File: config.mk
export PLATFORM = sky130hd
export DESIGN_NAME = fetch_unit
export DESIGN_NICKNAME = d
export VERILOG_FILES = /design/src/rtl/fetch_unit.sv
export SDC_FILE = /design/constraint.sdc
export NUM_CORES = 1
export LEC_CHECK = 0
export CAP_MARGIN = 25
export CORE_MARGIN = 2
export CORE_UTILIZATION = 43
export CTS_CLUSTER_SIZE = 30
export DETAILED_ROUTE_END_ITERATION = 6
export GPL_ROUTABILITY_DRIVEN = 1
export PLACE_DENSITY = 0.8
export SYNTH_ARGS = -nofsm -noshare
export SYNTH_HDL_FRONTEND = slang
export SYNTH_SLANG_ARGS = --single-unit
File: constraint.sdc
create_clock -name clk -period 2.47 [get_ports clk]
set_clock_uncertainty 0.15 [all_clocks]
set_input_delay 0.741 -clock clk [delete_from_list [all_inputs] [get_ports clk]]
set_output_delay 0.741 -clock clk [all_outputs]
set_load 0.02 [all_outputs]
File: src/rtl/fetch_unit.sv
// Instruction-fetch stage: PC register, imem req/rdy reads and a one-entry instruction buffer for decode.
// Optional build macro FETCH_INSTR_CNT_EN adds a saturating instr_cnt output counting consumed instructions.
module fetch_unit #(
  parameter int unsigned         PC_W     = 16,
  parameter logic [PC_W-1:0]     RESET_PC = {PC_W{1'b0}}
) (
  input  logic            clk,
  input  logic            rst_n,
  output logic            imem_req,
  output logic [PC_W-1:0] imem_addr,
  input  logic            imem_rdy,
  input  logic [15:0]     imem_rdata,
  input  logic            redirect,
  input  logic [PC_W-1:0] redirect_pc,
  input  logic            stall,
  input  logic            halt,
  output logic [15:0]     instr,
  output logic            instr_valid,
  output logic [PC_W-1:0] instr_pc,
  output logic [PC_W-1:0] pc_plus2,
  output logic            halted
`ifdef FETCH_INSTR_CNT_EN
  ,
  output logic [31:0]     instr_cnt
`endif
);

  typedef enum logic [1:0] {
    ST_IDLE   = 2'b00,
    ST_FETCH  = 2'b01,
    ST_HALTED = 2'b10
  } state_e;

  localparam logic [PC_W-1:0] PC_STEP = {{(PC_W-2){1'b0}}, 2'b10};
  localparam logic [15:0]     NOP     = 16'h0800;

  state_e          state_r;
  state_e          next_state_s;
  logic [PC_W-1:0] fetch_pc_r;
  logic [15:0]     instr_r;
  logic            instr_valid_r;
  logic [PC_W-1:0] instr_pc_r;
  logic            consume_s;
  logic            hlt_s;
  logic            req_s;
  logic            fill_s;

  assign consume_s = instr_valid_r & ~stall;
  assign hlt_s     = halt & consume_s & ~redirect;
  // A redirect or accepted HALT kills the request; a stalled full buffer has nowhere to put data.
  assign req_s     = (state_r == ST_FETCH) & ~redirect & ~hlt_s & (~instr_valid_r | ~stall);
  assign fill_s    = req_s & imem_rdy;

  // State register.
  always_ff @(posedge clk or negedge rst_n) begin
    if (!rst_n) begin
      state_r <= ST_IDLE;
    end else begin
      state_r <= next_state_s;
    end
  end

  // Next-state logic: HALTED is sticky until reset.
  always_comb begin
    next_state_s = state_r;
    case (state_r)
      ST_IDLE:   next_state_s = ST_FETCH;
      ST_FETCH:  begin
        if (hlt_s) begin
          next_state_s = ST_HALTED;
        end else begin
          next_state_s = ST_FETCH;
        end
      end
      ST_HALTED: next_state_s = ST_HALTED;
      default:   next_state_s = ST_IDLE;
    endcase
  end

  // Output logic.
  always_comb begin
    imem_req  = req_s;
    imem_addr = fetch_pc_r;
    halted    = (state_r == ST_HALTED);
  end

  // PC and instruction buffer; redirect wins over halt, fill and consume.
  always_ff @(posedge clk or negedge rst_n) begin
    if (!rst_n) begin
      fetch_pc_r    <= RESET_PC;
      instr_r       <= NOP;
      instr_valid_r <= 1'b0;
      instr_pc_r    <= RESET_PC;
    end else if (redirect) begin
      fetch_pc_r    <= redirect_pc;
      instr_valid_r <= 1'b0;
    end else if (hlt_s) begin
      instr_valid_r <= 1'b0;
    end else if (fill_s) begin
      instr_r       <= imem_rdata;
      instr_pc_r    <= fetch_pc_r;
      instr_valid_r <= 1'b1;
      fetch_pc_r    <= fetch_pc_r + PC_STEP;
    end else if (consume_s) begin
      instr_valid_r <= 1'b0;
    end else begin
      instr_valid_r <= instr_valid_r;
    end
  end

  assign instr       = instr_r;
  assign instr_valid = instr_valid_r;
  assign instr_pc    = instr_pc_r;
  assign pc_plus2    = instr_pc_r + PC_STEP;

`ifdef FETCH_INSTR_CNT_EN
  logic [31:0] instr_cnt_r;

  // Saturating count of instructions handed to decode, HALT included.
  always_ff @(posedge clk or negedge rst_n) begin
    if (!rst_n) begin
      instr_cnt_r <= 32'd0;
    end else if (consume_s && (instr_cnt_r != 32'hFFFF_FFFF)) begin
      instr_cnt_r <= instr_cnt_r + 32'd1;
    end else begin
      instr_cnt_r <= instr_cnt_r;
    end
  end

  assign instr_cnt = instr_cnt_r;
`endif

endmodule

# After elaboration in Yosys (flattened, before gate mapping)
# Index checks and enable logic that the tools add are counted.
# totals
reg_bits,51
out_inout_bits,67
# classes
addsub,2
n_eq_ne,3
muxes,9
bitwise,12
n_reduce_logical,5
# op_table
op,n
$mux 16,3
$add 16x2->16 const B,2
$and 1x1->1,7
$pmux 2 s3,1
$mux 1,4
$not 1->1,4
$reduce_bool 4->1,1
$reduce_and 3->1,1
$eq 2x1->1 const B,1
$eq 2x2->1 const B,1
$logic_not 2->1,1
$mux 2,1
$ne 2x2->1 const B,1
$reduce_and 2->1,1
$reduce_bool 2->1,1
$or 1x1->1,1

# Longest topological paths before layout
# Gate-level depths: netlist (run 1).
# depth
ltp_word,11
depth_mapped,6
depth_no_buf,5

# Worst setup path before layout (run 1)
# No wires, ideal clock.
# synth_path
kind,input to output
start,in redirect
end,out imem_req
t_arrival_ns,1.660
required_ns,1.579
setup_slack_ns,-0.081
cell_stages,3
path_cell_list,buf_1 nor2b_1 nor3b_1
# synth_via
elab_chain_cells,5
word_cells_on_any_way,6
cone_classes,bitwise (6)
# synth_rtl
item,line,source
start: declaration,13,"input logic redirect,"
$not 1->1 (no line) *,n/a,
$and 1x1->1,49,assign hlt_s = halt & consume_s & ~redirect;
$not 1->1 (no line),n/a,
$and 1x1->1 * (2 in a row),51,assign req_s = (state_r == ST_FETCH) & ~redirect & ~hlt_s & (~instr_valid_r | ~stall);
end: declaration,9,"output logic imem_req,"
# Mark *: on every way between the ends. The rest lies on a longest branch, timed or not.

# Worst setup path in the final report (run 1)
# layout_path
start,reg instr_pc_r[5] (netlist: instr_pc[5])
end,out pc_plus2[10]
# layout_via
elab_chain_cells,1
# layout_rtl
item,line,source
start: declaration,42,logic [PC_W-1:0] instr_pc_r;
start signal: assignment,101,instr_pc_r <= fetch_pc_r;
$add 16x2->16,114,assign pc_plus2 = instr_pc_r + PC_STEP;
end: declaration,20,"output logic [PC_W-1:0] pc_plus2,"
# No other way between the ends.

==> impl_metrics.ini, run 1 <==
[power]
power_frac_seq_pct = 39.3
power.density_nw_per_um2 = 683
switching_power_w = 0.000934
p_sw_share_pct = 34.3
ir_drop_mv = 0.363
p_comb_share_pct = 40.1
power_leakage_nw = 1.86
p_int_w = 0.00179
clkPwrFrac_pct = 20.6

[layout]
final_cell_mix = nand2_1 (101), clkdlybuf4s50_1 (83), dfrtp_1 (50)
multi_input_area_um2 = 1170
final_common_cell = nand2_1
final_core_util_pct = 72.0
fin_area_um2 = 3990
area_delta_synth_final_pct = 60.3
fill_cells = 443
diodes = 0
layout-drive-gt1-share_pct = 17.4
finalNetCount = 459
register_area_um2 = 1280

[setup_path]
cp_data_required_time_ns = 1.58
crit_type = flip-flop to output port
rr_startpoint = imem_addr[7]
r2r_end = imem_addr[15]
end_kind = output port
reg2regPathDepth = 5
start_kind = flip-flop
crit_arrival_ns = 1.52
crit_fanout = 4
reg2reg_slack_ns = 0.52

[routing]
drcViolationCount = 0
antenna_left = 0
drt_iter0_markers = 152
routedWlPerCell_um = 14.5
vias = 2538
avgViaCountPerCell = 5.16
wl_mm = 7.11
dr.pass1.iters = 4

[cts]
cts.clk_slew.worst_paths_ns = 0.09
cts_buffer_depth = 2
root_buffer = clkbuf_8
cts_sinks = 51
insertion_delay_ns = 0.30
cts_tree = yes
htree_levels = 2
cts_made_buffers = 5

[yosys]
synth_edf_count = 0
syn_nets = 320
syn_area_um2 = 2490
ys.warnings.count = 0
syn_inst = 280
synth-simple-area-share_pct = 29.3
yosysUniqueCellTypes = 48
synthArstFlopShare_pct = 100
synth_compound_area_share_pct = 9.81
syn_avg_cell_area_um2 = 8.88
synth_top_family_by_area = simple AND/OR/NAND/NOR gates
yosys.area.top_type = dfrtp_1
ys_ff_latch = 51
ys_seq_area_share_pct = 51.4
synth.area.top_cells = dfrtp_1 (50%), nand2_1 (15%), xnor2_1 (4.2%), nand3_1 (3.2%), nor2_1 (1.5%)
ys.flop_type = dfrtp_1
synth.top_cell.area_share_pct = 50.3
synth_mux_area_share_pct = 0.855
synthAdderAreaFrac_pct = 1.01
synthXorXnorAreaFrac_pct = 4.93

[sta]
hold_violations = 0
fin_hold_ws_ns = 0.229
rsz0062_at_grt = yes
fin_tns_setup_ns = 0
fin_crit_sh_pct = 97.6
relSlewSlack_pct = 68.8
drv_slew = 0
fin_crit_ns = 2.41
setup_violations = 0
fmax_ghz = 0.415
tightest_slew_ns = 0.468

[global_route]
grt_max_degree = 25
grt_antenna_before_repair = 0
grt-ovfl-total = 0
grt_pass1_vias = 2467
grt_pass1_wl_mm = 11.8
grtUsageTotal_pct = 23.5

[die]
die_h_um = 80.1
io_pins = 105
fp-row-count = 27
die_w_um = 80.1
initial_utilization_pct = 44.9
core_area_um2 = 5540
dieArea_um2 = 6410

[placement]
io_buffer_count = 104
dpl.hpwl_mm = 5.45
gp_congestion = 0.827
placed_cell_area_um2 = 3890

[flow_run]
cap_violations = 0

[min_path]
hold_path_class = primary input to async pin

[run_status]
status = complete, no violations
[worst max path at each step]
stage          cells past startpoint        start            to
2_1_floorplan                      5  instr_pc[3]  pc_plus2[15]
3_3_place_gp                       4        stall      imem_req
3_5_place_dp                       4        stall      imem_req
4_1_cts                            4        stall      imem_req
5_1_grt                            5  instr_pc[5]  pc_plus2[10]
6_report                           5  instr_pc[5]  pc_plus2[10]
[registers in the layout, summed over array words and instances (netlist names)]
| register | flops |
|---|---|
| state_r | 2 |
| instr_valid | 1 |
| imem_addr | 16 |
| instr_pc | 16 |
| instr | 16 |
[cells by family (layout without fill, tap and decap cells)]
family,after synthesis,after routing
simple gates,161,161
flops,51,51
compound gates,34,34
buf+inv,16,156
xor+xnor,14,14
fa+ha+maj,2,2
mux,2,2
[area by class of cell]
cell class,count,area share [%]
Sequential cell,51,32.0
Clock inverter,1,0.753
Tap cell,72,2.26
Inverter,3,0.282
Multi-Input combinational cell,213,29.5
Timing Repair Buffer,145,33.3
Clock buffer,7,1.91
[cells in the mapped netlist (2+ instances only)]
library cell	n
a311oi_1	3
buf_2	3
nor2b_1	3
nor3_1	7
a211oi_1	3
dfrtp_1	50
buf_1	2
nand2_1	101
or3_1	3
clkbuf_1	7
nand4_1	5
a22oi_1	2
a21oi_1	3
o21ai_0	7
xnor2_1	12
nor4_1	4
inv_1	3
nand3_1	16
and4_1	2
and3_1	3
a221o_1	2
xor2_1	2
ha_1	2
nor2_1	10
a21o_1	2
[power by group through the flow]
| stage | Clock (W) | Combinational, W | Sequential, W |
|---|---|---|---|
| detailed placement | 0 | 0.00114 | 0.00108 |
| global route | 0.000612 | 0.00117 | 0.00109 |
| global placement | 0 | 0.00111 | 0.00108 |
| finish | 0.000561 | 0.00109 | 0.00107 |
| CTS | 0.000576 | 0.00110 | 0.00107 |
| floorplan | 0 | 0.000321 | 0.00126 |
[metal layers]
layer	wire, um	up-vias	global-route usage (%)
met5	0	-	0
met4	116	0	8.47
met3	370	10	2.70
met2	3640	78	39.8
met1	2980	1208	31.1
li1	-	1242	-
[worst max-delay path, cell delays in order, from the launching register on]
cell	delay, ns
dfrtp_1	0.36
and4_4	0.23
and3_4	0.20
nand4_1	0.10
xnor2_1	0.17
buf_4	0.16
[through the flow]
step	power [W]	std cells	setup WS (ns)
after global placement	0.00219	483	-0.557
after CTS	0.00274	491	-0.128
after floorplan	0.00158	280	0.0214
final	0.00272	492	0.0595
after global routing	0.00288	492	-0.0425
after detailed placement	0.00222	483	-0.583
[timing repair]
action / in CTS / in global routing
hold buffers: 0 / 0
setup buffers: 0 / 1
pin swaps: 0 / 10
gates resized for setup: 55 / 21
setup endpoints to repair: 15 / 39
Note: power is estimated with default switching activity, not from simulation.
==> run 2, diff against run 1 <==
--- a/config.mk
+++ b/config.mk
@@ -10,8 +10,8 @@
 export CORE_UTILIZATION = 43
 export CTS_CLUSTER_SIZE = 30
 export DETAILED_ROUTE_END_ITERATION = 6
-export GPL_ROUTABILITY_DRIVEN = 1
 export PLACE_DENSITY = 0.8
+export SKIP_LAST_GASP = 1
 export SYNTH_ARGS = -nofsm -noshare
 export SYNTH_HDL_FRONTEND = slang
 export SYNTH_SLANG_ARGS = --single-unit
==> run 2 against run 1 <==
  * Clock power about the same
  * Worst setup slack is essentially flat
  * Hold slack lost 0.0035 ns
  * Die area unchanged
  * Register-to-register slack barely moved
  * Highest routed layer unchanged
==> impl_metrics.ini, run 2 (same netlist as run 1, synthesis figures left out) <==
[cts]
cts_tree = yes
cts.clk_slew.worst_paths_ns = 0.09
insertion_delay_ns = 0.30
cts_sinks = 51
htree_levels = 2
cts_made_buffers = 5
cts_buffer_depth = 2
root_buffer = clkbuf_8

[sta]
fmax_ghz = 0.415
fin_crit_ns = 2.41
rsz0062_at_grt = yes
setup_violations = 0
drv_slew = 0
finalWorstSetupSlack_ns = 0.0599
relSlewSlack_pct = 69.1
fin_hold_ws_ns = 0.226
fin_tns_setup_ns = 0
fin_crit_sh_pct = 97.6
hold_violations = 0
tightest_slew_ns = 0.463

[routing]
routedWlPerCell_um = 14.5
vias = 2524
antenna_left = 0
wl_mm = 7.13
drcViolationCount = 0
avgViaCountPerCell = 5.13
dr.pass1.iters = 4
drt_iter0_markers = 200

[layout]
register_area_um2 = 1280
final_core_util_pct = 72.0
diodes = 0
layout-drive-gt1-share_pct = 17.4
fin_area_um2 = 3990
area_delta_synth_final_pct = 60.3
final_cell_mix = nand2_1 (101), clkdlybuf4s50_1 (83), dfrtp_1 (50)
multi_input_area_um2 = 1170
finalNetCount = 459
fill_cells = 443
final_common_cell = nand2_1

[setup_path]
end_kind = output port
crit_cells = 5
reg2regPathDepth = 5
crit_fanout = 4
cp.buffers_inverters = 1
crit_slowest_cell = dfrtp_1
crit_arrival_ns = 1.52
reg2reg_slack_ns = 0.53
crit_type = flip-flop to output port
cp_data_required_time_ns = 1.58
start_kind = flip-flop
max_stage_delay_ns = 0.36
crit_chain = and4_4 > and3_4 > nand4_1 > xnor2_1 > buf_4
critPathTopFamily = simple AND/OR/NAND/NOR gates

[global_route]
grt_antenna_before_repair = 0
grt-ovfl-total = 0
grt_max_degree = 25
grtUsageTotal_pct = 23.4
grt_pass1_wl_mm = 11.8
grt_pass1_vias = 2463

[die]
initial_utilization_pct = 44.9
io_pins = 105
die_h_um = 80.1
core_area_um2 = 5540
fp-row-count = 27
die_w_um = 80.1
dieArea_um2 = 6410

[placement]
dpl.hpwl_mm = 5.45
placed_cell_area_um2 = 3890
gp_congestion = 0.827
io_buffer_count = 104
dp_slack_ns = -0.583

[flow_run]
cap_violations = 0

[run_status]
status = complete, no violations

[power]
power_leakage_nw = 1.86
ir_drop_mv = 0.365
power.density_nw_per_um2 = 684

[min_path]
hold_path_class = primary input to async pin
[run 2: cell counts in the layout (fill, tap and decap cells not counted)]
No cell type changed its count.
[run 2: layout make-up]
class / instances / area share [%]
clock buffer: 7 / 1.91
clock inverter: 1 / 0.753
inverter: 3 / 0.282
multi-input combinational: 213 / 29.5
sequential: 51 / 32.0
tap: 72 / 2.26
timing repair buffer: 145 / 33.3
[run 2: final timing paths]
path	start	to
worst min-delay path	rst_n	instr[6]
worst max-delay path	instr_pc[5]	pc_plus2[10]
worst max register to register	imem_addr[7]	imem_addr[15]
max in group asynchronous	rst_n	imem_addr[14]
min in group clk	instr[11]	instr[11]
worst min register to register	instr[11]	instr[11]
[run 2: what timing repair did]
action,in CTS,in global routing
resized for setup,53,23
setup endpoints to repair,15,39
hold endpoints to repair,0,0
buffers inserted,0,1
pin swaps,0,10
hold buffers,0,0
[run 2: stage by stage]
step                instances  total power [W]
detailed placement        483          0.00222
finish                    492          0.00273
global placement          483          0.00219
CTS                       491          0.00274
global route              492          0.00288
floorplan                 280          0.00158
[run 2: layer usage]
metal	track usage, %	vias to the layer above	wire (um)
met5	0	-	0
met4	8.47	0	116
met3	2.70	10	364
met2	39.8	81	3600
met1	31.0	1192	3050
li1	-	1241	-
[run 2: power breakdown]
group          internal (W)  total (W)  switching, W
clock network      0.000303   0.000564      0.000261
registers          0.000963    0.00107      0.000108
logic              0.000524    0.00109      0.000568
total               0.00179    0.00273      0.000937
[run 2: worst register-to-register path, stage by stage, from the launching register on]
cell     delay [ns]
dfrtp_1        0.39
buf_4          0.17
nand4_1        0.18
or4_1          0.59
or3_1          0.32
nand3_1        0.08
==> run 3, diff against run 2 <==
--- a/config.mk
+++ b/config.mk
@@ -7,10 +7,11 @@
 export LEC_CHECK = 0
 export CAP_MARGIN = 25
 export CORE_MARGIN = 2
-export CORE_UTILIZATION = 43
+export CORE_UTILIZATION = 62
 export CTS_CLUSTER_SIZE = 30
 export DETAILED_ROUTE_END_ITERATION = 6
-export PLACE_DENSITY = 0.8
+export DONT_BUFFER_PORTS = 1
+export PLACE_DENSITY = 0.77
 export SKIP_LAST_GASP = 1
 export SYNTH_ARGS = -nofsm -noshare
 export SYNTH_HDL_FRONTEND = slang
==> constraint.sdc (replaced) <==
create_clock -name clk -period 2.47 [get_ports clk]
set_clock_uncertainty 0.15 [all_clocks]
set_input_delay 0.741 -clock clk [delete_from_list [all_inputs] [get_ports clk]]
set_output_delay 0.741 -clock clk [all_outputs]
set_load 0.005 [all_outputs]
==> run 3 against run 2 <==
  * Worst setup slack got worse by 0.012 ns
  * Sequential power up 8%
  * Power down 26%
  * Hold slack got worse by 0.095 ns
  * Highest routed layer unchanged
==> impl_metrics.ini, run 3 (same netlist as run 1, synthesis figures left out) <==
[sta]
fin_crit_sh_pct = 98.1
setup_violations = 0
drv_slew = 0
fmax_ghz = 0.413
relSlewSlack_pct = 76.0
rsz0062_at_grt = yes
finalWorstSetupSlack_ns = 0.0476
fin_crit_ns = 2.42
tightest_slew_ns = 0.355
hold_violations = 0
fin_tns_setup_ns = 0

[power]
power_leakage_nw = 1.21
ir_drop_mv = 0.490
power.density_nw_per_um2 = 747

[cts]
cts_setup_buffers = 0
cts_made_buffers = 5
root_buffer = clkbuf_8
htree_levels = 2
cts.clk_slew.worst_paths_ns = 0.09
insertion_delay_ns = 0.30
cts_tree = yes
cts_buffer_depth = 2
cts_sinks = 51

[run_status]
status = complete, no violations

[min_path]
hold_path_class = primary input to async pin

[setup_path]
max_stage_delay_ns = 0.45
cp.buffers_inverters = 0
crit_arrival_ns = 1.53
crit_type = flip-flop to output port
crit_fanout = 6
crit_chain = and4_4 > and3_4 > nand4_1 > xnor2_2
cp_data_required_time_ns = 1.58
crit_slowest_cell = dfrtp_2
start_kind = flip-flop
crit_cells = 4
end_kind = output port
critPathTopFamily = simple AND/OR/NAND/NOR gates
reg2regPathDepth = 4

[global_route]
grt_pass1_vias = 1876
grt_pass1_wl_mm = 8.63
grt-ovfl-total = 0
grt_antenna_before_repair = 0
grt_max_degree = 51
grtUsageTotal_pct = 25.8

[layout]
final_cell_mix = nand2_1 (101), dfrtp_1 (41), nand3_1 (16)
finalNetCount = 321
area_delta_synth_final_pct = 9.00
diodes = 0
layout-drive-gt1-share_pct = 12.1
fill_cells = 341
final_common_cell = nand2_1

[die]
die_h_um = 67.3
initial_utilization_pct = 63.1
die_w_um = 67.3
fp-row-count = 23
dieArea_um2 = 4530
core_area_um2 = 3940
io_pins = 105

[routing]
routedWlPerCell_um = 17.4
drt_iter0_markers = 135
vias = 2035
antenna_left = 0
dr.pass1.iters = 4
drcViolationCount = 0
avgViaCountPerCell = 6.13
wl_mm = 5.76

[placement]
io_buffer_count = 0
dpl.hpwl_mm = 4.04
gp_congestion = 0.877
dp_slack_ns = 0.327

[flow_run]
cap_violations = 0
==> run 3: changes by cell type in the layout (fill, tap and decap cells not counted), moves of 3 or more <==
cell and change:
clkdlybuf4s50_1 -83, buf_4 -37, dfrtp_1 -9, dfrtp_2 +9
buf_2 -7, dlymetal6s2s_1 -5, dlygate4sd2_1 -3
==> run 3: path summary, 6_finish.rpt <==
check	startpoint	to	slack (ns)
max reg2reg	imem_addr[7]	imem_addr[15]	0.50
max in group asynchronous	rst_n	instr_pc[3]	1.82
min	rst_n	instr[11]	0.13
max	instr_pc[8]	pc_plus2[15]	0.05
min reg2reg	instr[11]	instr[11]	0.33
min in group clk	instr[11]	instr[11]	0.33
==> run 3: repair_timing <==
item | CTS | global route
hold endpoints to repair | 50 | 0
gates resized for setup | 2 | 14
endpoints found under the setup margin | 2 | 8
pin swaps | 0 | 6
hold buffers | 1 | 0
==> run 3: area by class of cell <==
| class | instances | area, um^2 | share of cell area [%] |
|---|---|---|---|
| Clock buffer | 7 | 76.3 | 2.81 |
| Clock inverter | 1 | 30.0 | 1.11 |
| Inverter | 3 | 11.3 | 0.415 |
| Multi-Input combinational cell | 213 | 1170 | 43.1 |
| Sequential cell | 51 | 1290 | 47.5 |
| Tap cell | 50 | 62.6 | 2.31 |
| Timing Repair Buffer | 7 | 72.6 | 2.68 |
==> run 3: stage by stage <==
stage / cell area [um^2] / total power (W) / instances / util (%) / hold slack (ns)
2_1_floorplan: 2490 / 0.00136 / 280 / - / 0.295
3_3_place_gp: 2540 / 0.00143 / 323 / 64.5 / 0.296
3_5_place_dp: 2540 / 0.00145 / 323 / 64.5 / 0.296
4_1_cts: 2680 / 0.00203 / 332 / 67.9 / 0.118
5_1_grt: 2710 / 0.00214 / 332 / 68.8 / 0.110
6_report: 2710 / 0.00203 / 332 / 68.8 / 0.130
==> run 3: report_power, final <==
group	total, W	leakage (nW)	internal [W]	switching, W
sequential	0.00116	0.608	0.000969	0.000192
clock	0.000557	0.0524	0.000303	0.000254
combinational	0.000308	0.554	0.000135	0.000173
total	0.00203	1.21	0.00141	0.000619
==> run 3: layer usage <==
layer | vias to the layer above | track usage [%] | share of wire (%)
met3 | 6 | 7.67 | 9.3
met1 | 968 | 35.9 | 43
met2 | 104 | 38.7 | 47
met4 | 0 | 8.93 | 0.75
met5 | - | 0 | 0
li1 | 957 | - | -
